**src/rtl/prog_load_ctrl.sv**
```systemverilog
// prog_load_ctrl
//   Loads a program into a byte-wide memory, one 32-bit instruction word at a
//   time. Each accepted word is written as four big-endian byte writes at
//   consecutive addresses. Every command is followed by an idle gap. When the
//   word flagged as last has been written, the core is started.
//
//   Optional feature (macro PROG_LOAD_VERIFY_EN): after each byte write and
//   its gap, the byte is read back at the same address and compared. A
//   mismatch ends in the error state.
//
// Parameters
//   CMD_WRITE    memory write command code
//   CMD_READ     memory read command code (issued only with PROG_LOAD_VERIFY_EN)
//   TIMEOUT_CYC  cycles a command may wait for cmd_done before erroring out
//   GAP_CYC      minimum idle cycles between commands
//
// Ports
//   clk, rst                 clock, asynchronous active-high reset
//   word_valid/ready/data/last  instruction word input handshake
//   cmd, cmd_valid, address, data_in  memory command outputs
//   data_out, cmd_done       memory read data and completion
//   run_stop                 one-cycle pulse: stop the core and rearm loading
//   start_signal             run enable to the core
//   busy                     load in progress
//   err                      sticky error flag (cleared only by rst)
module prog_load_ctrl #(
  parameter logic [7:0] CMD_WRITE   = 8'd2,
  parameter logic [7:0] CMD_READ    = 8'd1,
  parameter int         TIMEOUT_CYC = 255,
  parameter int         GAP_CYC     = 2
) (
  input  logic        clk,
  input  logic        rst,
  input  logic        word_valid,
  output logic        word_ready,
  input  logic [31:0] word_data,
  input  logic        word_last,
  output logic [7:0]  cmd,
  output logic        cmd_valid,
  output logic [7:0]  address,
  output logic [7:0]  data_in,
  input  logic [7:0]  data_out,
  input  logic        cmd_done,
  input  logic        run_stop,
  output logic        start_signal,
  output logic        busy,
  output logic        err
);

  localparam int TO_M1  = (TIMEOUT_CYC > 0) ? TIMEOUT_CYC - 1 : 0;
  localparam int TW     = (TIMEOUT_CYC > 1) ? $clog2(TIMEOUT_CYC) : 1;
  localparam int GAP_M1 = (GAP_CYC > 0) ? GAP_CYC - 1 : 0;
  localparam int GW     = (GAP_CYC > 1) ? $clog2(GAP_CYC) : 1;

  typedef enum logic [2:0] {
    IDLE,
    ISSUE,
    GAP,
`ifdef PROG_LOAD_VERIFY_EN
    VFY_ISSUE,
    VFY_GAP,
`endif
    RUN,
    ERROR
  } state_t;

  state_t        state_q, state_d;
  logic [7:0]    addr_q, addr_d;
  logic [6:0]    word_cnt_q, word_cnt_d;
  logic [1:0]    byte_idx_q, byte_idx_d;
  logic [31:0]   shift_q, shift_d;       // current byte always in [31:24]
  logic          last_q, last_d;
  logic [GW-1:0] gap_cnt_q, gap_cnt_d;
  logic [TW-1:0] tmo_cnt_q, tmo_cnt_d;

  logic full;
  logic gap_ok;
  logic tmo_hit;
  logic byte_fin;

  // 64 words fill the 256-byte space; bit 6 set means the count reached 64.
  assign full    = word_cnt_q[6];
  assign gap_ok  = (gap_cnt_q >= GW'(GAP_M1));
  assign tmo_hit = (tmo_cnt_q == TW'(TO_M1));

`ifndef PROG_LOAD_VERIFY_EN
  // Read path is not built in this configuration.
  logic unused_read_path;
  assign unused_read_path = ^{data_out, CMD_READ};
`endif

  // NOTE: every output and next-state value gets a default before the case,
  // so no path through the block leaves a signal unassigned (no latches).
  always_comb begin
    state_d    = state_q;
    addr_d     = addr_q;
    word_cnt_d = word_cnt_q;
    byte_idx_d = byte_idx_q;
    shift_d    = shift_q;
    last_d     = last_q;
    gap_cnt_d  = '0;
    tmo_cnt_d  = '0;
    byte_fin   = 1'b0;
    word_ready = 1'b0;
    cmd        = '0;
    cmd_valid  = 1'b0;
    address    = '0;
    data_in    = '0;

    case (state_q)
      IDLE: begin
        // Held low while rst is asserted; rises once reset is released.
        word_ready = !full && !rst;
        if (word_valid && !full) begin
          shift_d    = word_data;
          last_d     = word_last;
          byte_idx_d = '0;
          word_cnt_d = word_cnt_q + 7'd1;
          state_d    = ISSUE;
        end else if (word_valid) begin
          state_d = ERROR;
        end
      end

      ISSUE: begin
        cmd       = CMD_WRITE;
        cmd_valid = 1'b1;
        address   = addr_q;
        data_in   = shift_q[31:24];
        if (cmd_done)     state_d = GAP;
        else if (tmo_hit) state_d = ERROR;
        else              tmo_cnt_d = tmo_cnt_q + TW'(1);
      end

      GAP: begin
        gap_cnt_d = gap_ok ? gap_cnt_q : gap_cnt_q + GW'(1);
        if (gap_ok && !cmd_done) begin
`ifdef PROG_LOAD_VERIFY_EN
          state_d = VFY_ISSUE;
`else
          byte_fin = 1'b1;
`endif
        end
      end

`ifdef PROG_LOAD_VERIFY_EN
      VFY_ISSUE: begin
        cmd       = CMD_READ;
        cmd_valid = 1'b1;
        address   = addr_q;
        if (cmd_done)     state_d = (data_out == shift_q[31:24]) ? VFY_GAP : ERROR;
        else if (tmo_hit) state_d = ERROR;
        else              tmo_cnt_d = tmo_cnt_q + TW'(1);
      end

      VFY_GAP: begin
        gap_cnt_d = gap_ok ? gap_cnt_q : gap_cnt_q + GW'(1);
        if (gap_ok && !cmd_done) byte_fin = 1'b1;
      end
`endif

      RUN: begin
        if (run_stop) begin
          addr_d     = '0;
          word_cnt_d = '0;
          state_d    = IDLE;
        end
      end

      ERROR: ;

      default: state_d = IDLE;
    endcase

    // A byte is fully done: step to the next address and the next byte,
    // or finish the word.
    if (byte_fin) begin
      addr_d     = addr_q + 8'd1;
      shift_d    = {shift_q[23:0], 8'h00};
      byte_idx_d = byte_idx_q + 2'd1;
      if (byte_idx_q == 2'd3) state_d = last_q ? RUN : IDLE;
      else                    state_d = ISSUE;
    end
  end

  // NOTE: sequential state uses non-blocking assignments so all registers
  // update together from values sampled at the same edge.
  always_ff @(posedge clk or posedge rst) begin
    if (rst) begin
      state_q    <= IDLE;
      addr_q     <= '0;
      word_cnt_q <= '0;
      byte_idx_q <= '0;
      shift_q    <= '0;
      last_q     <= 1'b0;
      gap_cnt_q  <= '0;
      tmo_cnt_q  <= '0;
    end else begin
      state_q    <= state_d;
      addr_q     <= addr_d;
      word_cnt_q <= word_cnt_d;
      byte_idx_q <= byte_idx_d;
      shift_q    <= shift_d;
      last_q     <= last_d;
      gap_cnt_q  <= gap_cnt_d;
      tmo_cnt_q  <= tmo_cnt_d;
    end
  end

  assign start_signal = (state_q == RUN);
  assign err          = (state_q == ERROR);
  assign busy         = !(state_q == IDLE || state_q == RUN || state_q == ERROR);

endmodule

```
**config.mk**
```make
export PLATFORM = sky130hd
export DESIGN_NAME = prog_load_ctrl
export DESIGN_NICKNAME = d
export VERILOG_FILES = /design/src/rtl/prog_load_ctrl.sv
export SDC_FILE = /design/constraint.sdc
export NUM_CORES = 1
export LEC_CHECK = 0
export CORE_MARGIN = 2
export CORE_UTILIZATION = 40
export DETAILED_ROUTE_END_ITERATION = 16
export GPL_ROUTABILITY_DRIVEN = 0
export PLACE_DENSITY = 0.75
export SKIP_CTS_REPAIR_TIMING = 1
export SYNTH_ARGS = -nofsm -noshare
export SYNTH_HDL_FRONTEND = slang
export SYNTH_SLANG_ARGS = --single-unit
```
**constraint.sdc**
```tcl
create_clock -name clk -period 5 [get_ports clk]
set_clock_uncertainty 0.1 [all_clocks]
set_input_delay 0.75 -clock clk [delete_from_list [all_inputs] [get_ports clk]]
set_output_delay 0.75 -clock clk [all_outputs]
set_load 0.05 [all_outputs]
```
==> qor.yml, run 1 <==
status: "complete, no violations"
cts_tree: "yes"
tightest_slew_ns: 0.878
detail_route.iter0.violations: 241
crit_chain: "nor3b_2, and2_1, clkdlybuf4s50_1"
std_cell_rows: 32
cellLeakagePower_uw: 0.00174
buffer_ports.inserted: 59
synth-edff-count: 0
setup_viol_count_final: 0
fmaxAchievable_ghz: 0.277
power.total_uw: 2000
critical_setup_path_class: "reg2out"
cp_top_family: "simple AND/OR/NAND/NOR gates"
detailedPlacementHpwl_mm: 4.54
rsz0062_at_grt: "no"
die_h_um: 92.2
worst_ir_drop_vdd_uv: 215
fillerInstances: 692
critical_path_buf_inv_count: 1
post_synth_inst_count: 289
antenna_found_initial: 0
cts_made_buffers: 9
fraction_of_synthesis_flops_using_an_asynchronous_set_or_reset_pin: 1.00
post_route_cells_drive_above_1_share: 0.0954
crit_slowest_cell: "sky130_fd_sc_hd__clkdlybuf4s50_1"
min-delay-start: "addr_q[7]$_DFFE_PP0P_"
setup_tns_ns: 0
path_clk_slew_ns: 0.07
timing.final.crit_share: 0.722
p_per_cell_area_nw_per_um2: 511
route.final.wire_length_mm: 6.67
worstPathMaxFanout: 19
timing.critical_path.arrival_ns: 2.76
start_util: 0.407
synth_top_flop_cell: "sky130_fd_sc_hd__dfrtp_1"
number_of_clock_sinks: 62
areaGrowthSynthToFinish_pct: 25.6
startpoint: "state_q[0]$_DFFE_PP0P_"
global_route_wire_length_before_repair_mm: 11.1
drtAntennaViolNets: 0
wl_per_cell_um: 14.9
cp_slowest_stage_delay_ns: 0.81
slew_viol_final: 0
synthesis.area_per_instance_um2: 10.8
cts-root-buf: "sky130_fd_sc_hd__clkbuf_8"
timing.rr.start: "state_q[0]$_DFFE_PP0P_"
antenna-diode-count: 0
mappedNetlistArea_um2: 3110
clock_tree.buffer_depth: 2
hold_violations: 0
vias_per_cell: 5.47
setup.worst_path.end_class: "output port"
die_width_um: 92.2
synth_warnings: 0
drc: 0
setup.worst_path.start_class: "register"
global_route.overflow_total: 0
cp.required_ns: 4.15
io_pins: 75
period_needed_ns: 3.61
cap_violations: 0
worstSkewPairLatency_ns: 0.33
htree_levels: 3
number_of_nets_in_the_finished_design: 392
number_of_global_route_vias_before_repair: 2253
dieArea_um2: 8500
routed-via-count: 2451
drt_pre_antenna_iters: 4
synth_seq_cells: 62
ys_seq_area_frac: 0.499
core_area_um2: 7650
grt_start_max_net_pins: 63
track_usage: 0.166
maxSlewHeadroom: 0.412
hold_path.class: "reg2reg"
yosys.cell_types.count: 50
## state kept, by name, summed over array words and instances, names as in the netlist
register and count:
state_q 3, addr_q 8, byte_idx_q 2, word_cnt_q 7, tmo_cnt_q 8, last_q 1
shift_q 32, gap_cnt_q 1
## report_power, final
| part | switching [uW] | internal (uW) |
|---|---|---|
| Combinational | 439 | 344 |
| Sequential | 146 | 676 |
| Clock | 185 | 207 |
| Total | 770 | 1230 |
## layer usage
metal,share of wire,up-vias,GRT usage
li1,-,1179,-
met1,0.47,1184,0.231
met2,0.47,76,0.256
met3,0.042,12,0.0247
met4,0.021,0,0.0796
met5,0,-,0
## cells by family after synthesis
family / after synthesis / synth area share
other cells: 1 / 0.00121
mux: 7 / 0.0237
xor+xnor: 3 / 0.00845
fa+ha+maj: 5 / 0.0201
simple gates: 110 / 0.213
buf+inv: 35 / 0.0603
compound gates: 66 / 0.175
flops: 62 / 0.499
## cell usage after synthesis (2+ instances only)
| master | count | area, um2 |
|---|---|---|
| sky130_fd_sc_hd__or2_2 | 3 | 18.8 |
| sky130_fd_sc_hd__nand2b_1 | 6 | 37.5 |
| sky130_fd_sc_hd__nand3_1 | 12 | 60.1 |
| sky130_fd_sc_hd__mux2_2 | 3 | 33.8 |
| sky130_fd_sc_hd__o211ai_1 | 6 | 45.0 |
| sky130_fd_sc_hd__o21ai_0 | 5 | 25.0 |
| sky130_fd_sc_hd__nor4_1 | 2 | 12.5 |
| sky130_fd_sc_hd__clkbuf_1 | 10 | 37.5 |
| sky130_fd_sc_hd__nand4_1 | 5 | 31.3 |
| sky130_fd_sc_hd__nor2b_1 | 3 | 18.8 |
| sky130_fd_sc_hd__ha_1 | 5 | 62.6 |
| sky130_fd_sc_hd__or4_1 | 3 | 22.5 |
| sky130_fd_sc_hd__buf_6 | 2 | 22.5 |
| sky130_fd_sc_hd__inv_1 | 6 | 22.5 |
| sky130_fd_sc_hd__nand2_1 | 11 | 41.3 |
| sky130_fd_sc_hd__xor2_1 | 2 | 17.5 |
| sky130_fd_sc_hd__a21oi_1 | 7 | 35.0 |
| sky130_fd_sc_hd__nor2_1 | 7 | 26.3 |
| sky130_fd_sc_hd__dfrtp_1 | 62 | 1550 |
| sky130_fd_sc_hd__a31oi_1 | 4 | 25.0 |
| sky130_fd_sc_hd__and2_1 | 20 | 125 |
| sky130_fd_sc_hd__or3_1 | 4 | 25.0 |
| sky130_fd_sc_hd__mux2i_1 | 4 | 40.0 |
| sky130_fd_sc_hd__a22o_1 | 9 | 78.8 |
| sky130_fd_sc_hd__a221o_1 | 24 | 240 |
| sky130_fd_sc_hd__buf_2 | 8 | 40.0 |
| sky130_fd_sc_hd__and3_1 | 26 | 163 |
| sky130_fd_sc_hd__buf_4 | 8 | 60.1 |
## worst paths after layout
| path | slack (ns) | cells past startpoint | endpoint |
|---|---|---|---|
| worst max-delay path | 1.39 | 3 | data_in[7] |
| worst min-delay path | 0.37 | 1 | addr_q[7]$_DFFE_PP0P_ |
| worst max register to register | 2.73 | 3 | tmo_cnt_q[7]$_DFF_PP0_ |
| worst min register to register | 0.37 | 1 | addr_q[7]$_DFFE_PP0P_ |
| max in group asynchronous | 3.43 | 3 | addr_q[3]$_DFFE_PP0P_ |
| min in group asynchronous | 0.87 | 3 | word_cnt_q[4]$_DFFE_PP0P_ |
## placed cells by master, fill, tap and decap left out, drive strengths merged, types with 7 or more instances in the layout
cell type      count
a22o               9
and2              20
dfrtp             62
nand3             12
clkdlybuf4s50     59
conb               7
and3              26
a21oi              8
nor2               8
a221o             24
clkbuf            13
nand2             11
## worst register-to-register path, cell delays in order, from the launching register on
cell and delay [ns]:
sky130_fd_sc_hd__dfrtp_1 0.57, sky130_fd_sc_hd__nor3b_2 0.79, sky130_fd_sc_hd__o211ai_1 0.49, sky130_fd_sc_hd__a21oi_1 0.24
## metrics by stage
stage	instances	worst slack, ns	cell area (um2)	hold slack, ns	util
floorplan	295	1.51	3130	0.340	-
finish	448	1.39	3910	0.367	0.511
CTS	448	1.33	3910	0.372	0.511
global route	448	1.21	3910	0.385	0.511
global placement	432	1.75	3730	0.355	0.488
detailed placement	432	1.69	3730	0.363	0.488
## final cells by class
cell class,instances,area [um2],area share
clock inverters,3,18.8,0.00480
multi-input cells,198,1400,0.359
repair buffers,63,621,0.159
clock buffers,13,159,0.0407
well taps,102,128,0.0327
flip-flops and latches,62,1550,0.397
inverters,7,27.5,0.00704
No activity file was read; power rests on OpenSTA's default activity.
==> inputs of run 2 (changes only) <==
--- a/config.mk
+++ b/config.mk
@@ -9,7 +9,7 @@
 export CORE_UTILIZATION = 40
 export DETAILED_ROUTE_END_ITERATION = 16
 export GPL_ROUTABILITY_DRIVEN = 0
-export PLACE_DENSITY = 0.75
+export PLACE_DENSITY = 0.77
 export SKIP_CTS_REPAIR_TIMING = 1
 export SYNTH_ARGS = -nofsm -noshare
 export SYNTH_HDL_FRONTEND = slang
==> constraint.sdc (replaced) <==
create_clock -name clk -period 3 [get_ports clk]
set_clock_uncertainty 0.1 [all_clocks]
set_input_delay 0.45 -clock clk [delete_from_list [all_inputs] [get_ports clk]]
set_output_delay 0.45 -clock clk [all_outputs]
set_load 0.05 [all_outputs]
==> qor.yml, run 2 (synthesis gave the netlist of run 1 again) <==
drt_pre_antenna_iters: 4  # unchanged
worstPathMaxFanout: 12  # -7
track_usage: 0.170  # +0.00366
areaGrowthSynthToFinish_pct: 25.9
status: "complete, no violations"
core_area_um2: 7650  # unchanged
detail_route.iter0.violations: 183  # -24%
tightest_slew_ns: 0.768  # -0.110 ns
vias_per_cell: 5.53  # +1.1%
die_width_um: 92.2  # unchanged
dieArea_um2: 8500  # unchanged
post_route_cells_drive_above_1_share: 0.161  # +0.0655
hold_violations: 0  # unchanged
hold_path.class: "reg2reg"
wl_per_cell_um: 15.4  # +3.2%
cts_tree: "yes"
largest_register_ff_count: 32  # unchanged
crit_slowest_cell: "sky130_fd_sc_hd__clkdlybuf4s50_1"
number_of_clock_sinks: 62  # unchanged
drc: 0  # unchanged
start_util: 0.407  # unchanged
slew_viol_final: 0  # unchanged
maxSlewHeadroom: 0.488  # +0.0757
timing.critical_path.arrival_ns: 2.16  # -0.60 ns
drtAntennaViolNets: 0  # unchanged
layout.cell_area.non_filler_um2: 3920  # +0.22%
global_route.overflow_total: 0  # unchanged
top_regs: "shift_q (32), addr_q (8), tmo_cnt_q (8)"
setup_tns_ns: 0  # unchanged
cp.required_ns: 2.45  # -1.70 ns
period_needed_ns: 2.71
most_frequent_standard_cell_in_the_layout_excluding_fill_and_tap_cells: "sky130_fd_sc_hd__dfrtp_1"
setup_viol_count_final: 0  # unchanged
worstSkewPairLatency_ns: 0.34  # about the same
timing.final.crit_share: 0.903
route.final.wire_length_mm: 6.92  # +3.7%
die_h_um: 92.2  # unchanged
fmaxAchievable_ghz: 0.369
antenna_found_initial: 0  # unchanged
detailedPlacementHpwl_mm: 4.76  # +4.9%
number_of_nets_in_the_finished_design: 394  # +0.51%
rsz0062_at_grt: "no"
io_pins: 75  # unchanged
critical_setup_path_class: "reg2out"
global_route_wire_length_before_repair_mm: 11.5  # +3.5%
crit_chain: "and3b_1, clkdlybuf4s50_1"
setup.worst_path.start_class: "register"
routed-via-count: 2490  # +1.6%
cellLeakagePower_uw: 0.00180  # +3.4%
buffer_ports.inserted: 59  # unchanged
largest-register: "shift_q"
cts_made_buffers: 9  # unchanged
grt_start_max_net_pins: 63  # unchanged
cts-root-buf: "sky130_fd_sc_hd__clkbuf_8"
number_of_global_route_vias_before_repair: 2340  # +3.9%
path_clk_slew_ns: 0.07  # about the same
dpl-instance-area_um2: 3710  # -0.54%
cap_violations: 0  # unchanged
clock_tree.buffer_depth: 2  # unchanged
antenna-diode-count: 0  # unchanged
htree_levels: 3  # unchanged
critical_path_buf_inv_count: 1  # unchanged
cp_top_family: "buffers and inverters"
layout.cells.most_common_list: "sky130_fd_sc_hd__dfrtp_1, sky130_fd_sc_hd__clkdlybuf4s50_1, sky130_fd_sc_hd__and3_1"
cp_slowest_stage_delay_ns: 0.86  # +0.05 ns
std_cell_rows: 32  # unchanged
setup.worst_path.end_class: "output port"
p_per_cell_area_nw_per_um2: 881  # +72%
worst_ir_drop_vdd_uv: 394  # +83%
[run 2: changes by cell type in the layout (fill, tap and decap cells not counted), moves of 2 or more]
cell / change
sky130_fd_sc_hd__clkdlybuf4s50_1: -19
sky130_fd_sc_hd__clkbuf_1: -2
sky130_fd_sc_hd__buf_4: +20
sky130_fd_sc_hd__inv_6: +2
[run 2: power by group]
part           internal (uW)  leakage (uW)  switching (uW)  total [uW]
sequential              1130      0.000800             239        1370
combinational            583      0.000897             743        1330
clock                    412      0.000103             346         757
[run 2: per-layer routing]
metal / vias up / share of wire / GRT usage / wire [um]
li1: 1182 / - / - / -
met3: 11 / 0.040 / 0.0304 / 275
met4: 0 / 0.017 / 0.0672 / 115
met5: - / 0 / 0 / 0
met2: 67 / 0.46 / 0.255 / 3210
met1: 1230 / 0.48 / 0.244 / 3320
[run 2: final timing paths]
check	startpoint	to	slack (ns)	cells past startpoint
setup / recovery	state_q[1]$_DFFE_PP0P_	start_signal	0.29	2
hold / removal	addr_q[7]$_DFFE_PP0P_	addr_q[7]$_DFFE_PP0P_	0.38	1
setup reg to reg	state_q[0]$_DFFE_PP0P_	last_q$_DFFE_PP0P_	0.75	3
hold reg to reg	addr_q[7]$_DFFE_PP0P_	addr_q[7]$_DFFE_PP0P_	0.38	1
max in group asynchronous	rst	shift_q[2]$_DFFE_PP0P_	1.74	3
min in group asynchronous	rst	shift_q[1]$_DFFE_PP0P_	0.55	3
[run 2: cell type report]
class	instances	area, um2
Tap cell	102	128
Fill cell	700	3730
Timing Repair Buffer	65	601
Clock buffer	10	138
Clock inverter	6	68.8
Multi-Input combinational cell	198	1400
Sequential cell	62	1550
Inverter	7	27.5
[run 2: per-stage QoR]
stage	std cells	hold slack (ns)	util	setup slack [ns]	total power (uW)
after floorplan	295	0.340	-	0.112	2330
after global placement	434	0.359	0.485	0.629	2670
after detailed placement	434	0.387	0.485	0.609	2710
after CTS	450	0.396	0.512	0.259	3470
after global routing	450	0.410	0.512	0.191	3660
final	450	0.383	0.512	0.290	3450
